===== src/rtl/adma_pkg.sv =====
// Shared types for the per-channel DMA descriptor controller.
// desc_t   : one descriptor as pushed through the CSR map (addresses, geometry, strides)
// state_t  : issue/transfer FSM states
// The ADMA_* widths fix the desc_t layout; the matching module parameters of
// adma_desc_ctrl must be left at these values.
package adma_pkg;

  localparam int unsigned ADMA_LENGTH_W   = 16;
  localparam int unsigned ADMA_SRC_ADDR_W = 32;
  localparam int unsigned ADMA_DST_ADDR_W = 32;

  typedef struct packed {
    logic [ADMA_SRC_ADDR_W-1:0] src;
    logic [ADMA_DST_ADDR_W-1:0] dst;
    logic [ADMA_LENGTH_W-1:0]   xlen;
    logic [ADMA_LENGTH_W-1:0]   ylen;
    logic [ADMA_LENGTH_W-1:0]   src_strd;
    logic [ADMA_LENGTH_W-1:0]   dst_strd;
  } desc_t;

  typedef enum logic [1:0] {
    IDLE,
    ISSUE,
    ACTIVE
  } state_t;

endpackage


===== src/rtl/adma_desc_ring.sv =====
// Descriptor ring: DEPTH-entry storage with write/read pointers and occupancy.
// Ports:
//   clk, rst_n         clock, asynchronous active-low reset
//   push, push_desc    store push_desc at wr_ptr
//   pop                retire the head entry
//   head               entry at rd_ptr (peek)
//   wr_ptr, rd_ptr     ring pointers, wrap modulo DEPTH
//   count              number of occupied entries
//   full               count == DEPTH
module adma_desc_ring
  import adma_pkg::*;
#(
  parameter  int unsigned DEPTH = 4,
  localparam int unsigned PTR_W = $clog2(DEPTH)
) (
  input  logic             clk,
  input  logic             rst_n,
  input  logic             push,
  input  desc_t            push_desc,
  input  logic             pop,
  output desc_t            head,
  output logic [PTR_W-1:0] wr_ptr,
  output logic [PTR_W-1:0] rd_ptr,
  output logic [PTR_W:0]   count,
  output logic             full
);

  desc_t mem [DEPTH];

  // Storage is not reset: contents are only ever read through rd_ptr/count,
  // which are reset, so stale entries are unreachable.
  always_ff @(posedge clk) begin
    if (push) mem[wr_ptr] <= push_desc;
  end

  always_ff @(posedge clk or negedge rst_n) begin
    if (!rst_n) begin
      wr_ptr <= '0;
      rd_ptr <= '0;
      count  <= '0;
    end else begin
      if (push) wr_ptr <= wr_ptr + 1'b1;
      if (pop)  rd_ptr <= rd_ptr + 1'b1;
      case ({push, pop})
        2'b10:   count <= count + 1'b1;
        2'b01:   count <= count - 1'b1;
        default: count <= count;
      endcase
    end
  end

  assign head = mem[rd_ptr];
  assign full = (count == (PTR_W+1)'(DEPTH));

endmodule


===== src/rtl/adma_desc_ctrl.sv =====
// Per-channel descriptor queue and transfer tracker.
// Ports:
//   aclk, aresetn                       clock, asynchronous active-low reset
//   dma_en, chn_ctrl_en                 both must be set to start a new descriptor
//   chn_xfer_2d, chn_xfer_cyclic        geometry mode, reissue-head mode
//   chn_irq_msk_irq_com, irq_clr_i      completion IRQ enable, status clear pulse
//   desc_wr_vld_i/desc_wr_rdy_o, desc_* descriptor push
//   eng_vld_o/eng_rdy_i, eng_*          descriptor issue to the transfer engine
//   eng_wd_done_i                       one destination word written
//   chn_irq_src_irq_com                 sticky completion IRQ status
//   xfer_id, xfer_done                  next push slot, per-slot done bitmap
//   active_xfer_id, active_xfer_len     issued slot, words left in current row
module adma_desc_ctrl
  import adma_pkg::*;
#(
  parameter  int unsigned DMA_DESC_DEPTH   = 4,
  parameter  int unsigned DMA_LENGTH_W     = ADMA_LENGTH_W,
  parameter  int unsigned SRC_ADDR_W       = ADMA_SRC_ADDR_W,
  parameter  int unsigned DST_ADDR_W       = ADMA_DST_ADDR_W,
  localparam int unsigned DMA_DESC_XFER_ID = $clog2(DMA_DESC_DEPTH)
) (
  input  logic                        aclk,
  input  logic                        aresetn,
  input  logic                        dma_en,
  input  logic                        chn_ctrl_en,
  input  logic                        chn_xfer_2d,
  input  logic                        chn_xfer_cyclic,
  input  logic                        chn_irq_msk_irq_com,
  input  logic                        irq_clr_i,
  input  logic                        desc_wr_vld_i,
  output logic                        desc_wr_rdy_o,
  input  logic [SRC_ADDR_W-1:0]       desc_src_addr_i,
  input  logic [DST_ADDR_W-1:0]       desc_dst_addr_i,
  input  logic [DMA_LENGTH_W-1:0]     desc_xfer_xlen_i,
  input  logic [DMA_LENGTH_W-1:0]     desc_xfer_ylen_i,
  input  logic [DMA_LENGTH_W-1:0]     desc_src_strd_i,
  input  logic [DMA_LENGTH_W-1:0]     desc_dst_strd_i,
  output logic                        eng_vld_o,
  input  logic                        eng_rdy_i,
  output logic [DMA_DESC_XFER_ID-1:0] eng_id_o,
  output logic [SRC_ADDR_W-1:0]       eng_src_addr_o,
  output logic [DST_ADDR_W-1:0]       eng_dst_addr_o,
  output logic [DMA_LENGTH_W-1:0]     eng_xlen_o,
  output logic [DMA_LENGTH_W-1:0]     eng_ylen_o,
  output logic [DMA_LENGTH_W-1:0]     eng_src_strd_o,
  output logic [DMA_LENGTH_W-1:0]     eng_dst_strd_o,
  input  logic                        eng_wd_done_i,
  output logic                        chn_irq_src_irq_com,
  output logic [DMA_DESC_XFER_ID-1:0] xfer_id,
  output logic [DMA_DESC_DEPTH-1:0]   xfer_done,
  output logic [DMA_DESC_XFER_ID-1:0] active_xfer_id,
  output logic [DMA_LENGTH_W-1:0]     active_xfer_len
);

  state_t                      state, state_nxt;
  desc_t                       push_desc, head;
  logic [DMA_DESC_XFER_ID-1:0] wr_ptr, rd_ptr;
  logic [DMA_DESC_XFER_ID:0]   count;
  logic                        full, push, pop;
  logic                        retire, latch, start;
  logic                        zero_len, last_word;
  logic [DMA_LENGTH_W-1:0]     row_cnt;

  assign push_desc = '{src:      desc_src_addr_i,
                       dst:      desc_dst_addr_i,
                       xlen:     desc_xfer_xlen_i,
                       ylen:     desc_xfer_ylen_i,
                       src_strd: desc_src_strd_i,
                       dst_strd: desc_dst_strd_i};

  adma_desc_ring #(
    .DEPTH (DMA_DESC_DEPTH)
  ) u_ring (
    .clk       (aclk),
    .rst_n     (aresetn),
    .push      (push),
    .push_desc (push_desc),
    .pop       (pop),
    .head      (head),
    .wr_ptr    (wr_ptr),
    .rd_ptr    (rd_ptr),
    .count     (count),
    .full      (full)
  );

  assign desc_wr_rdy_o = !full;
  assign push          = desc_wr_vld_i && desc_wr_rdy_o;
  assign pop           = retire && !chn_xfer_cyclic;
  assign xfer_id       = wr_ptr;
  assign eng_vld_o     = (state == ISSUE);
  assign eng_id_o      = active_xfer_id;

  assign zero_len  = (head.xlen == '0) || (chn_xfer_2d && (head.ylen == '0));
  // Word that empties the final row; row_cnt<=1 also covers a 2D ylen of 0
  // reaching the engine if chn_xfer_2d toggled between latch and handshake.
  assign last_word = eng_wd_done_i && (active_xfer_len == DMA_LENGTH_W'(1)) &&
                     (row_cnt <= DMA_LENGTH_W'(1));

  always_ff @(posedge aclk or negedge aresetn) begin
    if (!aresetn) state <= IDLE;
    else          state <= state_nxt;
  end

  always_comb begin
    state_nxt = state;
    retire    = 1'b0;
    latch     = 1'b0;
    start     = 1'b0;
    case (state)
      IDLE: begin
        if (dma_en && chn_ctrl_en && (count != '0)) begin
          if (zero_len) begin
            retire = 1'b1;
          end else begin
            latch     = 1'b1;
            state_nxt = ISSUE;
          end
        end
      end
      ISSUE: begin
        if (eng_rdy_i) begin
          start     = 1'b1;
          state_nxt = ACTIVE;
        end
      end
      ACTIVE: begin
        if (last_word) begin
          retire    = 1'b1;
          state_nxt = IDLE;
        end
      end
      default: state_nxt = IDLE;
    endcase
  end

  always_ff @(posedge aclk or negedge aresetn) begin
    if (!aresetn) begin
      eng_src_addr_o  <= '0;
      eng_dst_addr_o  <= '0;
      eng_xlen_o      <= '0;
      eng_ylen_o      <= '0;
      eng_src_strd_o  <= '0;
      eng_dst_strd_o  <= '0;
      active_xfer_id  <= '0;
      active_xfer_len <= '0;
      row_cnt         <= '0;
    end else begin
      if (latch) begin
        eng_src_addr_o <= head.src;
        eng_dst_addr_o <= head.dst;
        eng_xlen_o     <= head.xlen;
        eng_ylen_o     <= head.ylen;
        eng_src_strd_o <= head.src_strd;
        eng_dst_strd_o <= head.dst_strd;
        active_xfer_id <= rd_ptr;
      end
      if (start) begin
        row_cnt         <= chn_xfer_2d ? eng_ylen_o : DMA_LENGTH_W'(1);
        active_xfer_len <= eng_xlen_o;
      end else if ((state == ACTIVE) && eng_wd_done_i) begin
        // Row drained with rows left: reload immediately rather than show 0.
        if ((active_xfer_len == DMA_LENGTH_W'(1)) && (row_cnt > DMA_LENGTH_W'(1))) begin
          row_cnt         <= row_cnt - 1'b1;
          active_xfer_len <= eng_xlen_o;
        end else begin
          active_xfer_len <= active_xfer_len - 1'b1;
        end
      end
    end
  end

  always_ff @(posedge aclk or negedge aresetn) begin
    if (!aresetn) begin
      xfer_done           <= '0;
      chn_irq_src_irq_com <= 1'b0;
    end else begin
      // A push never targets rd_ptr while a retire is pending (ring would be full).
      if (push)   xfer_done[wr_ptr] <= 1'b0;
      if (retire) xfer_done[rd_ptr] <= 1'b1;
      if (retire && chn_irq_msk_irq_com) chn_irq_src_irq_com <= 1'b1;
      else if (irq_clr_i)                chn_irq_src_irq_com <= 1'b0;
    end
  end

endmodule

===== config.mk =====
export PLATFORM = sky130hd
export DESIGN_NAME = adma_desc_ctrl
export DESIGN_NICKNAME = d
export VERILOG_FILES = /design/src/rtl/adma_pkg.sv /design/src/rtl/adma_desc_ring.sv /design/src/rtl/adma_desc_ctrl.sv
export SDC_FILE = /design/constraint.sdc
export NUM_CORES = 1
export LEC_CHECK = 0
export CAP_MARGIN = 10
export CORE_UTILIZATION = 45
export CTS_BUF_LIST = sky130_fd_sc_hd__clkbuf_8
export DETAILED_ROUTE_END_ITERATION = 6
export DONT_BUFFER_PORTS = 1
export SLEW_MARGIN = 20
export SYNTH_ARGS = -nofsm -noshare
export SYNTH_HDL_FRONTEND = slang
export SYNTH_SLANG_ARGS = --single-unit

===== constraint.sdc =====
create_clock -name aclk -period 4.8 [get_ports aclk]
set_input_delay 1.44 -clock aclk [delete_from_list [all_inputs] [get_ports aclk]]
set_output_delay 1.44 -clock aclk [all_outputs]
set_load 0.1 [all_outputs]

==> metrics <==
Post-Synth Simple-Gate Area around 2.7%; Clock Skews between 0.04 and 0.05 ns; Final Setup Violations 0; post-layout net count roughly 1600; residual antenna-violating net count after detailed routing 0; number of enable-type register cells in the synthesized netlist roughly 510; total global routing track utilization a little under a fifth; RSZ-0062 raised after global routing no; peak per-stage delay on the critical path 0.58 ns; Post-Synth XOR/XNOR Area 0.233%; min Tclk post-route 3.94 ns; mux contribution to synthesized area 16.7%; maximum fanout along the worst path 12; Worst Max-Slew Pin Slew ~1.1 ns; total half-perimeter wirelength after legalization and detailed placement around 33 mm; number of max-cap violations 0; largest buffer count on any clock path 3; CTS tree built; number of rows created at floorplan 88; number of sinks on the clock net between 600 and 700; Fmax achieved between 200 and 300 MHz; crit start category register; Die Y between 200 and 250 µm; synthesized-area fraction occupied by ao, oa, aoi and oai cells around 2.7%; most area-consuming cells after synthesis edfxtp_1 (59%), dfrtp_1 (17%), mux4_2 (11%); top cell type's share of synthesized area between 50% and 60%; Detailed Route WL around 54 mm; first-pass GRT wire length a little over 80 mm; Adder-Cell Fraction of Synth Area 0.695%; HP Class in2async; combinational family with the most area after synthesis multiplexers; netlist area before placement 0.0263 mm²; number of antenna violations at the first check in global routing 0; total of buffers placed on input and output ports 0; crit path DAT between 4 and 5 ns; area added between synthesis and finish 13.0%; sequential area share after synthesis 75.3%; final RePlAce weighted congestion ~0.85; required time at the endpoint of the critical path approximately 5.4 ns; Synth async-reset ratio ~26%; hold violation count in the final report 0; library cell used as clock root buffer clkbuf_8; clock edge transition at the registers on the reported setup and hold paths 0.06 ns; max-slew violation total from the final report 0; result of the run finished, final reports clean; overflow left after global routing 0; flop and latch count out of synthesis 688; Hold Buf Count CTS 0; kind of critical path reg2reg; Std-Cell Core Area 0.0577 mm²; Mapped Cells between 1000 and 1500; Crit path max-delay family simple AND/OR/NAND/NOR gates; CTS Buf Count 112; synthesized area per cell roughly 20 µm²; worst-skew pair later-pin latency roughly 0.7 ns; count of unique library cells instantiated by Yosys 55; number of DRC violations after detailed routing 0; final sum of negative setup slack 0 ns; H-tree levels 3; largest area contributor in the synthesized netlist edfxtp_1; Horiz. Die Dim around 240 µm; wire length per cell about 24 µm; drt first pass iters 7; floorplan die area 0.0594 mm²; IO Pins slightly below 300; buffers and inverters on the worst path 2; crit path cell chain buf_4, mux4_2, nor4_1, nand4_1, o31a_1, o21a_1, nor2_1, ha_1, inv_1, fa_1, xor2_1, nor2_1, xor2_1; ratio of cells with drive above 1 in the final layout 27.9%; number of gates given a new drive strength after cts 0; post-CTS setup buffers 0; via count of the first global-routing pass 13500; count of yosys warnings during synthesis 0; pin count of the biggest net entering global routing approximately 180; relative slew slack between 20% and 30%; Max stage delay cell, worst path dfrtp_4; Initial Utilization 45.5%; syn_nets ~1500; number of DRC violations after detailed-routing iteration 0 539; diode count 0; crit path launch u_ring.rd_ptr[0]; sort of element at the end of the critical path register; Avg Vias per Cell between 5 and 6; final period utilization between 80% and 90%; reg2reg start u_ring.rd_ptr[0]; Vias about 13000; Primary FF master, synth edfxtp_1
## final cells by class
cell class,count,area (µm²)
inverters,33,124
fillers,4653,28000
clock inverters,82,439
clock buffers,131,1800
multi-input cells,531,6080
repair buffers,50,488
flip-flops and latches,688,19800
well taps,765,957
## sequential cells by signal, summed over array words and instances (netlist names), 4 cells and up
signal / flops
eng_xlen_o: 16
eng_dst_addr_o: 32
eng_src_addr_o: 32
eng_src_strd_o: 16
row_cnt: 16
active_xfer_len: 16
eng_ylen_o: 16
u_ring.mem: 512
eng_dst_strd_o: 16
xfer_done: 4
## logic make-up (layout without fill, tap and decap cells)
kind of cell    after synthesis  after routing
flops                       688            688
mux                         263            263
simple gates                135            135
compound gates              112            112
buf+inv                      97            296
fa+ha+maj                    14             14
xor+xnor                      7              7
## Yosys cell counts (4+ instances only)
master,instances
nor2_1,18
buf_6,7
nor4_1,20
nand2_1,30
clkbuf_1,38
and3_1,8
mux2_2,75
buf_2,14
nand3_1,9
nor3_1,21
or3_1,4
a21oi_1,30
o22ai_1,11
ha_1,13
or4_1,5
mux4_2,127
a31oi_1,9
o21ai_0,30
edfxtp_1,512
inv_1,33
mux2_1,53
o2bb2ai_1,10
mux2i_1,8
dfrtp_1,176
xnor2_1,5
## metal layers
metal  up-vias  wire length, µm  global-route usage [%]
met5         -                0                       0
met4         0             1040                    5.22
met3        86             5780                    8.71
met2       387            26400                    30.0
met1      6576            21300                    22.3
li1       5509                -                       -
## path summary, 6_finish.rpt
path | endpoint | slack [ns] | depth (start not counted)
worst max-delay path | u_ring.count[2] | 0.86 | 13
worst min-delay path | eng_src_addr_o[28] | 0.45 | 0
worst max register to register | u_ring.count[2] | 0.86 | 13
worst min register to register | u_ring.count[0] | 0.51 | 1
max in group asynchronous | eng_dst_strd_o[7] | 4.02 | 0
min in group aclk | u_ring.count[0] | 0.51 | 1
## per-stage QoR
step / area [µm²] / setup WS [ns] / std cells / util [%] / hold WS, ns
detailed placement: 27400 / 0.811 / 2067 / 47.6 / 0.493
global placement: 27400 / 0.806 / 2067 / 47.6 / 0.468
global route: 29700 / 0.540 / 2280 / 51.5 / 0.365
floorplan: 26300 / 1.18 / 1316 / - / 0.450
CTS: 29700 / 0.774 / 2280 / 51.4 / 0.363
finish: 29700 / 0.858 / 2280 / 51.5 / 0.448
## cells in the final DEF, fill, tap and decap left out, types with 5 or more instances in the layout
cell type    n
a21oi_1     30
a31oi_1      9
buf_12       9
buf_4       41
clkbuf_8   131
clkinv_1    12
clkinv_2    15
dfrtp_1    172
edfxtp_1   512
ha_1        13
inv_1       79
mux2_1      53
mux2_2      75
mux2i_1      8
mux4_2     127
nand2_1     30
nand3_1      9
nor2_1      17
nor3_1      21
nor4_1      20
o21ai_0     30
o22ai_1     11
o2bb2ai_1   10
or4_1        5
xnor2_1      5
Power is not shown: default switching activity piles up to over one toggle a cycle in this logic, so the estimate is an artifact.
